<file path="config.mk">
export PLATFORM = sky130hd
export DESIGN_NAME = port_arbiter
export DESIGN_NICKNAME = d
export VERILOG_FILES = /design/src/rtl/port_arbiter_pkg.sv /design/src/rtl/port_arbiter_rr_pick.sv /design/src/rtl/port_arbiter.sv
export SDC_FILE = /design/constraint.sdc
export NUM_CORES = 1
export LEC_CHECK = 0
export ABC_CLOCK_PERIOD_IN_PS = 2380
export CAP_MARGIN = 20
export CORE_UTILIZATION = 38
export CTS_CLUSTER_SIZE = 25
export DETAILED_ROUTE_END_ITERATION = 16
export MAX_ROUTING_LAYER = met4
export PLACE_DENSITY_LB_ADDON = 0.25
export SYNTH_ARGS = -nofsm -noshare
export SYNTH_HDL_FRONTEND = slang
export SYNTH_SLANG_ARGS = --single-unit
</file>
<file path="constraint.sdc">
create_clock -name clk -period 2.38 [get_ports clk]
set_input_delay 0.476 -clock clk [delete_from_list [all_inputs] [get_ports clk]]
set_output_delay 0.476 -clock clk [all_outputs]
set_load 0.02 [all_outputs]
</file>
<file path="src/rtl/port_arbiter_pkg.sv">
// Shared constants and types for the I/O port bus arbiter.
// State encodings are fixed 2-bit values so other blocks can decode the arbiter state.
package port_arbiter_pkg;

  typedef enum logic [1:0] {
    ARB_IDLE   = 2'd0,
    ARB_ACCESS = 2'd1,
    ARB_DONE   = 2'd2
  } arb_state_e;

  // Wait counter must hold WAIT_CYCLES-1 for the largest allowed window (15).
  localparam int CNT_W = 4;
  localparam logic [CNT_W-1:0] CNT_ONE = 4'd1;

  function automatic int idx_width(input int n);
    return (n > 1) ? $clog2(n) : 1;
  endfunction

endpackage

</file>
<file path="src/rtl/port_arbiter_rr_pick.sv">
// Round-robin picker: first asserted request at or after the pointer, wrapping modulo NUM_REQ.
// Purely combinational; the pointer is owned by the arbiter FSM.
module rr_pick #(
  parameter int NUM_REQ = 2,
  parameter int IDX_W   = 1
) (
  input  logic [NUM_REQ-1:0] req_i,
  input  logic [IDX_W-1:0]   ptr_i,
  output logic               valid_o,
  output logic [IDX_W-1:0]   idx_o
);

  localparam logic [IDX_W:0] NREQ_W = (IDX_W+1)'(NUM_REQ);

  logic [IDX_W:0]   sum_w  [NUM_REQ];
  logic [IDX_W:0]   wrap_w [NUM_REQ];
  logic [IDX_W-1:0] cand_w [NUM_REQ];
  logic [NUM_REQ-1:0] hit_w;

  // Candidate gi is the requester gi slots after the pointer; explicit wrap covers non-power-of-2 counts.
  for (genvar gi = 0; gi < NUM_REQ; gi++) begin : g_cand
    assign sum_w[gi]  = {1'b0, ptr_i} + (IDX_W+1)'(gi);
    assign wrap_w[gi] = sum_w[gi] - NREQ_W;
    assign cand_w[gi] = (sum_w[gi] >= NREQ_W) ? wrap_w[gi][IDX_W-1:0] : sum_w[gi][IDX_W-1:0];
    assign hit_w[gi]  = req_i[cand_w[gi]];
  end

  always_comb begin
    valid_o = 1'b0;
    idx_o   = '0;
    for (int i = NUM_REQ - 1; i >= 0; i--) begin
      if (hit_w[i]) begin
        valid_o = 1'b1;
        idx_o   = cand_w[i];
      end
    end
  end

endmodule

</file>
<file path="src/rtl/port_arbiter.sv">
// Shares the single I/O port bus between NUM_REQ requesters with round-robin arbitration,
// one transaction in flight, a WAIT_CYCLES access window and a one-cycle ack pulse.
module port_arbiter
  import port_arbiter_pkg::*;
#(
  parameter int WORD_SIZE   = 16,
  parameter int NUM_REQ     = 2,
  parameter int WAIT_CYCLES = 1
) (
  input  logic                         clk,
  input  logic                         do_reset,
  input  logic [NUM_REQ-1:0]           req,
  input  logic [NUM_REQ-1:0]           wr,
  input  logic [NUM_REQ*WORD_SIZE-1:0] addr,
  input  logic [NUM_REQ*WORD_SIZE-1:0] wdata,
  output logic [NUM_REQ-1:0]           ack,
  output logic [WORD_SIZE-1:0]         rdata,
  output logic                         busy,
  output logic [WORD_SIZE-1:0]         portaddr,
  output logic [WORD_SIZE-1:0]         portval,
  output logic                         portget,
  output logic                         portset,
  input  logic [WORD_SIZE-1:0]         portout
);

  localparam int IDX_W = idx_width(NUM_REQ);
  localparam logic [IDX_W-1:0] IDX_LAST = IDX_W'(NUM_REQ - 1);
  localparam logic [IDX_W-1:0] IDX_ONE  = IDX_W'(1);
  localparam logic [CNT_W-1:0] CNT_INIT = CNT_W'(WAIT_CYCLES - 1);

  arb_state_e             state_q, state_d;
  logic [IDX_W-1:0]       ptr_q, ptr_d;
  logic [IDX_W-1:0]       win_q, win_d;
  logic                   wr_q, wr_d;
  logic [CNT_W-1:0]       cnt_q, cnt_d;
  logic [NUM_REQ-1:0]     ack_q, ack_d;
  logic [WORD_SIZE-1:0]   rdata_q, rdata_d;
  logic [WORD_SIZE-1:0]   portaddr_q, portaddr_d;
  logic [WORD_SIZE-1:0]   portval_q, portval_d;
  logic                   portget_q, portget_d;
  logic                   portset_q, portset_d;

  logic [WORD_SIZE-1:0]   addr_arr  [NUM_REQ];
  logic [WORD_SIZE-1:0]   wdata_arr [NUM_REQ];
  logic                   pick_valid;
  logic [IDX_W-1:0]       pick_idx;

  for (genvar gi = 0; gi < NUM_REQ; gi++) begin : g_unpack
    assign addr_arr[gi]  = addr[gi*WORD_SIZE +: WORD_SIZE];
    assign wdata_arr[gi] = wdata[gi*WORD_SIZE +: WORD_SIZE];
  end

  rr_pick #(
    .NUM_REQ (NUM_REQ),
    .IDX_W   (IDX_W)
  ) u_rr_pick (
    .req_i   (req),
    .ptr_i   (ptr_q),
    .valid_o (pick_valid),
    .idx_o   (pick_idx)
  );

  always_ff @(posedge clk) begin
    if (do_reset) begin
      state_q    <= ARB_IDLE;
      ptr_q      <= '0;
      win_q      <= '0;
      wr_q       <= 1'b0;
      cnt_q      <= '0;
      ack_q      <= '0;
      rdata_q    <= '0;
      portaddr_q <= '0;
      portval_q  <= '0;
      portget_q  <= 1'b0;
      portset_q  <= 1'b0;
    end else begin
      state_q    <= state_d;
      ptr_q      <= ptr_d;
      win_q      <= win_d;
      wr_q       <= wr_d;
      cnt_q      <= cnt_d;
      ack_q      <= ack_d;
      rdata_q    <= rdata_d;
      portaddr_q <= portaddr_d;
      portval_q  <= portval_d;
      portget_q  <= portget_d;
      portset_q  <= portset_d;
    end
  end

  always_comb begin
    state_d    = state_q;
    ptr_d      = ptr_q;
    win_d      = win_q;
    wr_d       = wr_q;
    cnt_d      = cnt_q;
    ack_d      = '0;
    rdata_d    = rdata_q;
    portaddr_d = portaddr_q;
    portval_d  = portval_q;
    portget_d  = 1'b0;
    portset_d  = 1'b0;

    unique case (state_q)
      ARB_IDLE: begin
        if (pick_valid) begin
          win_d      = pick_idx;
          wr_d       = wr[pick_idx];
          portaddr_d = addr_arr[pick_idx];
          portval_d  = wdata_arr[pick_idx];
          cnt_d      = CNT_INIT;
          // Strobes are registered, so they are set up here to appear in the first ACCESS cycle.
          portset_d  = wr[pick_idx];
          portget_d  = ~wr[pick_idx];
          state_d    = ARB_ACCESS;
        end
      end
      ARB_ACCESS: begin
        if (cnt_q == '0) begin
          if (!wr_q) begin
            rdata_d = portout;
          end
          ack_d[win_q] = 1'b1;
          state_d      = ARB_DONE;
        end else begin
          cnt_d     = cnt_q - CNT_ONE;
          portget_d = ~wr_q;
        end
      end
      ARB_DONE: begin
        ptr_d   = (win_q == IDX_LAST) ? '0 : win_q + IDX_ONE;
        state_d = ARB_IDLE;
      end
      default: begin
        state_d = ARB_IDLE;
      end
    endcase
  end

  assign ack      = ack_q;
  assign rdata    = rdata_q;
  assign busy     = (state_q != ARB_IDLE);
  assign portaddr = portaddr_q;
  assign portval  = portval_q;
  assign portget  = portget_q;
  assign portset  = portset_q;

endmodule

</file>
==> impl_metrics.yaml <==
yosys:
  ys.flop_type: "dfxtp_1"
  syn_inst: 236
  synth_cell_types: 26
  ys_async_sr_fraction_pct: 0
  ys_ff_latch: 61
  syn-num-nets: 324
  yosysWarnings: 0
  yosysSeqAreaShare_pct: 50.7
  synth_area_per_cell_um2: 10.2
  synth.cell_area_mm2: 0.00241
  synth_edf_count: 0
worst_setup_path:
  critPathLaunchType: "register"
  critPathKind: "register to primary output"
  slowest_stage: "clkdlybuf4s50_1"
  cp.buffers_inverters: 1
  cp-end-kind: "primary output"
  slowest_delay_ns: 0.55
  crit_path_max_fanout: 4
  critPathTopFamily: "buffers and inverters"
  crit_chain: "or2_1 > clkdlybuf4s50_1"
  cp.arrival_ns: 1.43
  required_ns: 1.90
placement:
  hpwl_um: 4550
  numPortBuffers: 138
  place.gp.congestion: 0.736
sta:
  setup_tns_ns: 0
  post-route-min-period_ns: 1.91
  min_period_over_period_pct: 80.2
  hold_violations: 0
  relSlewSlack_pct: 64.2
  drv_slew: 0
  worst_pin_slew_ns: 0.537
  fmax_mhz: 524
  finalSetupViolCount: 0
  rsz0062_at_grt: "false"
  clock_skew_ns: 0.00996
floorplanning:
  fp.dieArea_mm2: 0.00666
  core.rowCount: 28
  die_x_um: 81.6
  start_util_pct: 40.0
  io-pin-count: 139
  dieHeight_um: 81.6
  coreArea_mm2: 0.00603
detailed_routing:
  num_vias: 2225
  antenna_left: 0
  drt_iter0_drc: 73
  wl_per_cell_um: 13.6
  wirelength_um: 6200
  dr.pass1.iters: 4
  drc: 0
  vias_per_cell: 4.89
clock_tree:
  cts_buffers: 9
  cts_tree: "yes"
  clockBufferDepth: 2
  ctsHoldBuffers: 0
  insertion_delay_ns: 0.33
  cts.sinks: 61
  h-tree-depth: 3
  cts_root_buf: "clkbuf_8"
  cts.repair.resized: 0
  clkTransAtPathRegs_ns: 0.06
  postCtsSetupRepairBufs: 0
cells_and_area:
  finalNetCount: 465
  synthToLayoutAreaGrowth_pct: 69.5
  multiInputGateArea_mm2: 0.00108
  ff_latch_area_mm2: 0.00122
  layout-drive-gt1-share_pct: 7.11
  diodes: 0
  fillers: 510
  layout_common_cells: "clkdlybuf4s50_1, dfxtp_1, o2bb2ai_1"
  final_common_cell: "clkdlybuf4s50_1"
power:
  pwr_density_cell_mw_per_mm2: 651
  power_switching_w: 0.000695
  clockPowerShare_pct: 32.6
  p_comb_share_pct: 24.0
  power.leakage_nw: 1.64
  sw_frac_of_total_pct: 26.1
  finalPower_w: 0.00266
  internal-power_w: 0.00196
  ir_drop_mv: 0.473
  seqPwrFrac_pct: 43.4
global_route:
  grt.overflow.total: 0
  grt_pass1_wl_um: 9560
  antenna_found_initial: 0
  grt_max_degree: 30
  grt_pass1_vias: 2126
  grt_usage_pct: 19.8
job:
  drv_cap: 0
run_status:
  outcome: "finished clean"
min_path:
  hold_path.class: "register to register"
## cells by family (layout without fill, tap and decap cells)
group           after synthesis  count (layout)  share of synthesized area [%]
simple gates                 57              57                           11.4
xor+xnor                      2               2                          0.727
flops                        61              61                           50.7
fa+ha+maj                     2               2                           1.04
compound gates               58              58                           17.6
mux                          33              33                           13.7
buf+inv                      23             167                           4.88
## per-stage QoR
step / instance area [um2] / std cells / utilization (%) / hold slack, ns / setup slack, ns
final: 4080 / 455 / 67.8 / 0.452 / 0.472
after global routing: 4080 / 455 / 67.8 / 0.470 / 0.348
after CTS: 4080 / 455 / 67.8 / 0.457 / 0.454
after detailed placement: 3900 / 441 / 64.8 / 0.447 / 0.366
after global placement: 3900 / 441 / 64.8 / 0.441 / 0.431
after floorplan: 2410 / 236 / - / 0.430 / 0.534
## cell usage after synthesis (2+ instances only)
cell       count  share of area [%]
dfxtp_1       61                 51
clkbuf_1       7                1.1
buf_2          7                1.5
nor2_1         3               0.47
ha_1           2                1.0
inv_1          4               0.62
a21oi_1       20                4.2
nor3_1         3               0.62
mux2i_1       33                 14
buf_1          2               0.31
nor2b_1        2               0.52
or2_1          2               0.52
nand2_1       33                5.1
o2bb2ai_1     34                 12
or3b_1         2               0.73
buf_6          3                1.4
xnor2_1        2               0.73
and2_1         3               0.78
o21ai_0        2               0.42
nand3_1        5                1.0
## final timing paths
check / cells after the start / slack, ns / start / endpoint
hold / removal: 2 / 0.45 / rdata[3] / rdata[3]
hold reg to reg: 2 / 0.45 / rdata[3] / rdata[3]
setup / recovery: 2 / 0.47 / state_q[0] / busy
setup reg to reg: 6 / 0.50 / cnt_q[0] / rdata[5]
## layout make-up
class / instances / share of cell area (%)
multi-input combinational: 152 / 26.5
sequential: 61 / 29.9
tap: 75 / 2.30
timing repair buffer: 149 / 36.5
clock inverter: 2 / 0.858
inverter: 4 / 0.368
clock buffer: 12 / 3.56
## sequential cells by signal, summed over array words and instances, names as in the netlist, 2 cells and up
register	cells
ack	2
cnt_q	4
state_q	2
portaddr	16
portval	16
rdata	16
## tightest hold or removal path, stage by stage, from the launching register on
cell,delay (ns)
dfxtp_1,0.30
nand2_1,0.05
a21oi_1,0.05
## power by group through the flow
stage	Sequential, W	Clock (W)	Combinational [W]
2_1_floorplan	0.00127	0	0.000191
4_1_cts	0.00116	0.000889	0.000645
3_5_place_dp	0.00117	0	0.000644
3_3_place_gp	0.00117	0	0.000635
5_1_grt	0.00117	0.000941	0.000682
6_report	0.00116	0.000866	0.000638
## routing by layer
layer,global-route usage [%],part of all wire (%),vias to the layer above,wire length (um)
met2,32.8,51,76,3130
met1,21.7,42,1024,2600
li1,-,-,1115,-
met3,6.33,5.8,10,359
met4,8.77,1.7,0,106
met5,-,0,-,0
No activity file was read; power rests on OpenSTA's default activity.
